`src/rtl/id_stage.sv`:
```
// rtl/id_stage.sv - ARM968E-S decode stage: instruction decode, condition check, register file, SR, ID/EX register
module id_stage (
    input  logic        clk,
    input  logic        rst,
    input  logic [31:0] pc_in,
    input  logic [31:0] instruction_in,
    input  logic        hazard,
    input  logic        flush,
    input  logic        wb_en,
    input  logic [3:0]  wb_dest,
    input  logic [31:0] wb_value,
    input  logic [3:0]  status_in,
    input  logic        status_wr,
    output logic [3:0]  src1,
    output logic [3:0]  src2,
    output logic        two_src,
    output logic [31:0] pc_out,
    output logic [31:0] val_rn,
    output logic [31:0] val_rm,
    output logic [3:0]  dest,
    output logic [3:0]  exe_cmd,
    output logic        mem_r,
    output logic        mem_w,
    output logic        wb_en_out,
    output logic        b,
    output logic        s,
    output logic        imm,
    output logic [11:0] shift_operand,
    output logic [23:0] signed_imm24,
    output logic [3:0]  status_out
);

    // Instruction fields
    logic [3:0]  w_cond;
    logic [1:0]  w_mode;
    logic        w_i;
    logic [3:0]  w_opcode;
    logic        w_s_bit;
    logic [3:0]  w_rn;
    logic [3:0]  w_rd;
    logic [3:0]  w_rm;
    logic [11:0] w_shift;
    logic [23:0] w_imm24;

    assign w_cond   = instruction_in[31:28];
    assign w_mode   = instruction_in[27:26];
    assign w_i      = instruction_in[25];
    assign w_opcode = instruction_in[24:21];
    assign w_s_bit  = instruction_in[20];
    assign w_rn     = instruction_in[19:16];
    assign w_rd     = instruction_in[15:12];
    assign w_shift  = instruction_in[11:0];
    assign w_rm     = instruction_in[3:0];
    assign w_imm24  = instruction_in[23:0];

    // State: R0-R14 and NZCV
    logic [31:0] r_regs [0:14];
    logic [3:0]  r_sr;

    // Effective flags: a flag-setting instruction in execute is seen by decode in the same cycle
    logic [3:0] w_nzcv;
    assign w_nzcv = status_wr ? status_in : r_sr;

    logic w_is_str;
    logic w_is_mov_mvn;
    assign w_is_str     = (w_mode == 2'b01) && !w_s_bit;
    assign w_is_mov_mvn = (w_opcode == 4'b1101) || (w_opcode == 4'b1111);

    // Source indices for the hazard unit, straight from the fetched instruction
    assign src1    = w_rn;
    assign src2    = w_is_str ? w_rd : w_rm;
    assign two_src = ((w_mode == 2'b00) && !w_i && !w_is_mov_mvn) || w_is_str;

    // Condition evaluation on effective NZCV
    logic w_cond_ok;
    always_comb begin
        logic n, z, c, v;
        n = w_nzcv[3];
        z = w_nzcv[2];
        c = w_nzcv[1];
        v = w_nzcv[0];
        w_cond_ok = 1'b0;
        case (w_cond)
            4'b0000: w_cond_ok = z;
            4'b0001: w_cond_ok = !z;
            4'b0010: w_cond_ok = c;
            4'b0011: w_cond_ok = !c;
            4'b0100: w_cond_ok = n;
            4'b0101: w_cond_ok = !n;
            4'b0110: w_cond_ok = v;
            4'b0111: w_cond_ok = !v;
            4'b1000: w_cond_ok = c && !z;
            4'b1001: w_cond_ok = !c || z;
            4'b1010: w_cond_ok = (n == v);
            4'b1011: w_cond_ok = (n != v);
            4'b1100: w_cond_ok = !z && (n == v);
            4'b1101: w_cond_ok = z || (n != v);
            4'b1110: w_cond_ok = 1'b1;
            default: w_cond_ok = 1'b0;
        endcase
    end

    // Opcode decode into execute command and control bits; w_valid marks supported encodings
    logic [3:0] w_cmd;
    logic       w_mem_r;
    logic       w_mem_w;
    logic       w_wb;
    logic       w_b;
    logic       w_s;
    logic       w_valid;
    always_comb begin
        w_cmd   = 4'b0000;
        w_mem_r = 1'b0;
        w_mem_w = 1'b0;
        w_wb    = 1'b0;
        w_b     = 1'b0;
        w_s     = 1'b0;
        w_valid = 1'b0;
        case (w_mode)
            2'b00: begin
                w_valid = 1'b1;
                w_wb    = 1'b1;
                w_s     = w_s_bit;
                case (w_opcode)
                    4'b1101: w_cmd = 4'b0001;
                    4'b1111: w_cmd = 4'b1001;
                    4'b0100: w_cmd = 4'b0010;
                    4'b0101: w_cmd = 4'b0011;
                    4'b0010: w_cmd = 4'b0100;
                    4'b0110: w_cmd = 4'b0101;
                    4'b0000: w_cmd = 4'b0110;
                    4'b1100: w_cmd = 4'b0111;
                    4'b0001: w_cmd = 4'b1000;
                    4'b1010: begin
                        w_cmd = 4'b0100;
                        w_wb  = 1'b0;
                        w_s   = 1'b1;
                    end
                    4'b1000: begin
                        w_cmd = 4'b0110;
                        w_wb  = 1'b0;
                        w_s   = 1'b1;
                    end
                    default: begin
                        w_valid = 1'b0;
                        w_wb    = 1'b0;
                        w_s     = 1'b0;
                    end
                endcase
            end
            2'b01: begin
                w_valid = 1'b1;
                w_cmd   = 4'b0010;
                w_mem_r = w_s_bit;
                w_mem_w = !w_s_bit;
                w_wb    = w_s_bit;
            end
            2'b10: begin
                w_valid = 1'b1;
                w_b     = 1'b1;
            end
            default: w_valid = 1'b0;
        endcase
    end

    logic w_bubble;
    assign w_bubble = flush || hazard || !w_cond_ok || !w_valid;

    // Register file read for Rn: R15 is the PC, otherwise write-through bypass then stored value
    logic [31:0] w_rn_val;
    always_comb begin
        w_rn_val = 32'd0;
        if (w_rn == 4'd15)
            w_rn_val = pc_in;
        else if (wb_en && (wb_dest == w_rn))
            w_rn_val = wb_value;
        else
            w_rn_val = r_regs[w_rn];
    end

    // Register file read for src2 (Rm, or Rd for STR so the store data is available)
    logic [31:0] w_rm_val;
    always_comb begin
        w_rm_val = 32'd0;
        if (src2 == 4'd15)
            w_rm_val = pc_in;
        else if (wb_en && (wb_dest == src2))
            w_rm_val = wb_value;
        else
            w_rm_val = r_regs[src2];
    end

    // Register file write; R15 writes are dropped
    always_ff @(posedge clk or negedge rst) begin
        if (!rst) begin
            for (int i = 0; i < 15; i++)
                r_regs[i] <= 32'd0;
        end else if (wb_en && (wb_dest != 4'd15)) begin
            r_regs[wb_dest] <= wb_value;
        end
    end

    // Status register update from execute
    always_ff @(posedge clk or negedge rst) begin
        if (!rst)
            r_sr <= 4'd0;
        else if (status_wr)
            r_sr <= status_in;
    end

    // ID/EX pipeline register: data fields always load, control bits cleared on a bubble
    always_ff @(posedge clk or negedge rst) begin
        if (!rst) begin
            pc_out        <= 32'd0;
            val_rn        <= 32'd0;
            val_rm        <= 32'd0;
            dest          <= 4'd0;
            exe_cmd       <= 4'd0;
            mem_r         <= 1'b0;
            mem_w         <= 1'b0;
            wb_en_out     <= 1'b0;
            b             <= 1'b0;
            s             <= 1'b0;
            imm           <= 1'b0;
            shift_operand <= 12'd0;
            signed_imm24  <= 24'd0;
            status_out    <= 4'd0;
        end else begin
            pc_out        <= pc_in;
            val_rn        <= w_rn_val;
            val_rm        <= w_rm_val;
            dest          <= w_rd;
            imm           <= w_i;
            shift_operand <= w_shift;
            signed_imm24  <= w_imm24;
            status_out    <= w_nzcv;
            if (w_bubble) begin
                exe_cmd   <= 4'd0;
                mem_r     <= 1'b0;
                mem_w     <= 1'b0;
                wb_en_out <= 1'b0;
                b         <= 1'b0;
                s         <= 1'b0;
            end else begin
                exe_cmd   <= w_cmd;
                mem_r     <= w_mem_r;
                mem_w     <= w_mem_w;
                wb_en_out <= w_wb;
                b         <= w_b;
                s         <= w_s;
            end
        end
    end

endmodule
```
`config.mk`:
```
export PLATFORM = sky130hd
export DESIGN_NAME = id_stage
export DESIGN_NICKNAME = d
export VERILOG_FILES = /design/src/rtl/id_stage.sv
export SDC_FILE = /design/constraint.sdc
export NUM_CORES = 1
export LEC_CHECK = 0
export ABC_AREA = 1
export CAP_MARGIN = 20
export CELL_PAD_IN_SITES_DETAIL_PLACEMENT = 0
export CELL_PAD_IN_SITES_GLOBAL_PLACEMENT = 1
export CORE_AREA = 2 2 278 280
export CTS_CLUSTER_DIAMETER = 150
export DETAILED_ROUTE_END_ITERATION = 8
export DIE_AREA = 0 0 280 282
export PLACE_DENSITY = 0.83
export SETUP_SLACK_MARGIN = 0.5
export SLEW_MARGIN = 40
export SYNTH_ARGS = -nofsm -noshare
export SYNTH_HDL_FRONTEND = slang
export SYNTH_SLANG_ARGS = --single-unit
```
`constraint.sdc`:
```
create_clock -name clk -period 1.82 [get_ports clk]
set_input_delay 0.273 -clock clk [delete_from_list [all_inputs] [get_ports clk]]
set_output_delay 0.273 -clock clk [all_outputs]
set_load 0.01 [all_outputs]
```
==> metrics.csv <==
metric;value;unit
worst_pin_slew;0.637;ns
cts_buffer_depth;3;
synth-edff-count;0;
timing.fmax;0.626;GHz
finalNetCount;5072;
ir_drop;0.000672;V
critPathKind;input port to register;
yosysUniqueCellTypes;34;
drc;0;
slew-limit-headroom;0.574;
clock-sinks;614;
grt_pass1_vias;31800;
busiest_layer;met2;
yosys_warnings;0;
syn_area_per_cell;7.28;um2
fin_crit;1.60;ns
synth_area_leaders;dfrtp_1 47%, nand2_1 17%, o21ai_0 8.2%;
end_kind;register;
grt_remaining_overflow;0;
grt_max_degree;72;
hold_violations;0;
critPathLaunchType;input port;
place_congestion;0.935;
slowest_delay;0.22;ns
period_share;0.877;
grt_pass1_wl;205000;um
initial_core_util;0.428;
wl_per_cell;24.0;um
dieHeight;282;um
setup_slack;0.223;ns
first_pass_iters;7;
h-tree-depth;3;
fp.dieArea;79000;um2
path_cells;buf_12 > inv_12 > ha_4 > buf_6 > nand3_4 > nand2_8 > buf_12 > nand2_8 > nor2_4 > buf_12 > nand3_1 > nand2_1 > nor2_2 > nand2_1 > nand2_1 > nand2_1;
syn_to_final_growth;37.7;%
vias;34400;
drt_wl_total;144000;um
critPathRequiredTime;2.39;ns
cts_buffers;70;
port_buffers;268;
p_leak;21.7;nW
root_buffer;clkbuf_16;
seq_area_frac_synth;0.475;
grt_antenna_before_repair;4;
final_cell_count_no_fill;5988;
synth_cells;4447;
die_x;280;um
synth_ff_type;dfrtp_1;
cts_tree;built;
path_buf_inv;5;
via_per_inst;5.74;
drv_slew;0;
use_met1;0.462;
finClkSkew;0.0163;ns
synth_top_area_frac;0.475;
ant_nets;0;
crit_family;simple AND/OR/NAND/NOR gates;
grt_use_met3;0.0910;
status;finished, final reports clean;
grt_usage;0.347;
synth_nets;4561;
place_inst;5734;
drt_iter0_markers;4339;
multi_input_area;15200;um2
hpwl;92100;um
synth_area_leader_cell;dfrtp_1;
synth-seq-cells;614;
worst-path-max-fanout;9;
pin_count;269;
layout-drive-gt1-share;0.227;
path_clk_slew;0.07;ns
cp_common_cell;nand2_1;
min_path_type;input port to register;
clk-insertion-delay-late;0.63;ns
rows;101;
rsz0062_at_grt;yes;
power.density;1010;nW/um2
syn-cell-area;32400;um2
use_met2;0.531;
cpMaxStageDelayCell;nor2_4;
worst_ep_arrival_time;2.17;ns
cap_violations;0;
core_area;75700;um2
num-fill-cells;6765;
reg2reg_setup_slack;0.35;ns
regArea;15400;um2
postSynth.asyncResetShare;1.00;
pre_cts_ws;-0.958;ns
setup_viol;0;
cells in the final DEF (no fill, tap or decap), types with 7 or more instances in the layout:
master	n
o21ai_1	67
a22oi_1	31
nand4_1	27
nor2_2	29
clkdlybuf4s50_1	84
buf_8	12
o2111ai_1	38
nand2_2	63
nor2_4	20
buf_4	294
clkbuf_16	82
buf_6	95
nand3_4	11
a21oi_1	116
inv_2	42
clkbuf_2	74
dfrtp_2	7
clkinv_2	11
nor2_1	105
clkbuf_1	7
dfrtp_1	607
nand2_1	1375
nand2_8	14
nand2_4	23
bufinv_16	11
clkbuf_8	15
inv_1	395
a21oi_2	45
dlygate4sd2_1	11
o21ai_0	506
buf_12	137
buf_2	33
buf_16	14
o2111ai_2	9
nand3_2	49
nand3_1	444
o211ai_1	33
o221ai_1	7
layout make-up:
class | count | area share
sequential | 614 | 0.345
multi-input combinational | 3038 | 0.340
timing repair buffer | 785 | 0.193
clock buffer | 92 | 0.0445
inverter | 449 | 0.0388
tap | 978 | 0.0274
clock inverter | 30 | 0.0109
antenna | 2 | 0.000112
logic make-up (layout without fill, tap and decap cells):
logic type      count (synthesis)  after routing  share of synthesized area
simple gates                 2168           2169                      0.276
buf+inv                       796           1356                      0.102
fa+ha+maj                       4              4                    0.00155
compound gates                865            865                      0.146
other cells                     0              2                          0
flops                         614            614                      0.475
repair_timing:
item,4_1_cts,5_1_grt
gates resized for setup,700,414
pin swaps,61,132
buffers inserted,40,57
endpoints found under the hold margin,382,0
gates cloned,11,16
hold buffers,6,0
setup endpoints to repair,712,339
metal layers:
metal  wire length, um  vias to the layer above
met4              7180                        4
met2             63100                     2254
met5                20                        -
met1             56400                    16300
met3             16900                      454
li1                  -                    15400
stage by stage:
stage	hold slack [ns]	instance area, um2	power (mW)	setup TNS [ns]	utilization
3_3_place_gp	0.179	39500	28.0	-180.56	0.521
3_5_place_dp	0.180	39500	28.2	-187.10	0.521
2_1_floorplan	-0.0226	33000	23.5	0	-
4_1_cts	0.00428	43100	43.8	0	0.569
6_report	0.0313	44600	44.9	0	0.589
5_1_grt	0.0361	44600	46.8	0	0.589
worst reg2reg max path: stages (launching register included):
cell	delay, ns
dfrtp_1	0.40
nand2_1	0.08
nand2_2	0.07
nand2_2	0.11
nand3_2	0.11
nand3_2	0.07
nand2_1	0.05
nand2_1	0.08
nand2_2	0.06
nand2_4	0.14
nand2_8	0.09
nor2_4	0.14
synth_stat cells, types with 3 or more instances:
| cell | instances |
|---|---|
| buf_4 | 40 |
| nand3_1 | 501 |
| o221ai_1 | 9 |
| nor3_1 | 5 |
| a21oi_1 | 161 |
| inv_1 | 437 |
| buf_2 | 81 |
| clkbuf_1 | 199 |
| nand3_2 | 3 |
| nand4_1 | 27 |
| nand2_4 | 4 |
| nand2_1 | 1466 |
| o21ai_0 | 533 |
| a22oi_1 | 36 |
| ha_1 | 4 |
| nor3_2 | 3 |
| nand2_2 | 4 |
| nor2_1 | 150 |
| inv_2 | 10 |
| o211ai_1 | 33 |
| buf_1 | 19 |
| o21ai_1 | 42 |
| buf_6 | 7 |
| dfrtp_1 | 614 |
| o2111ai_1 | 47 |
sequential cells by signal, indices dropped and copies added, names as in the netlist:
| signal | cells |
|---|---|
| signed_imm24 | 24 |
| status_out | 4 |
| mem_w | 1 |
| imm | 1 |
| wb_en_out | 1 |
| s | 1 |
| b | 1 |
| val_rm | 32 |
| val_rn | 32 |
| exe_cmd | 4 |
| pc_out | 32 |
| r_regs | 480 |
| mem_r | 1 |
report_power, final:
group	leakage, nW	total (mW)	internal [mW]	switching, mW
Clock	1.22	15.4	9.27	6.16
Sequential	7.61	18.1	16.3	1.83
Combinational	12.9	11.3	4.63	6.69
worst paths after layout:
| kind | end | start | cells after the start |
|---|---|---|---|
| max reg2reg | exe_cmd[0] | status_out[3] | 11 |
| min in group asynchronous | r_regs[300] | rst | 2 |
| min reg2reg | r_regs[92] | r_regs[92] | 2 |
| min | signed_imm24[14] | instruction_in[14] | 1 |
| max | val_rm[0] | instruction_in[27] | 16 |
| max in group asynchronous | r_regs[418] | rst | 4 |
Note: power is estimated with default switching activity, not from simulation.
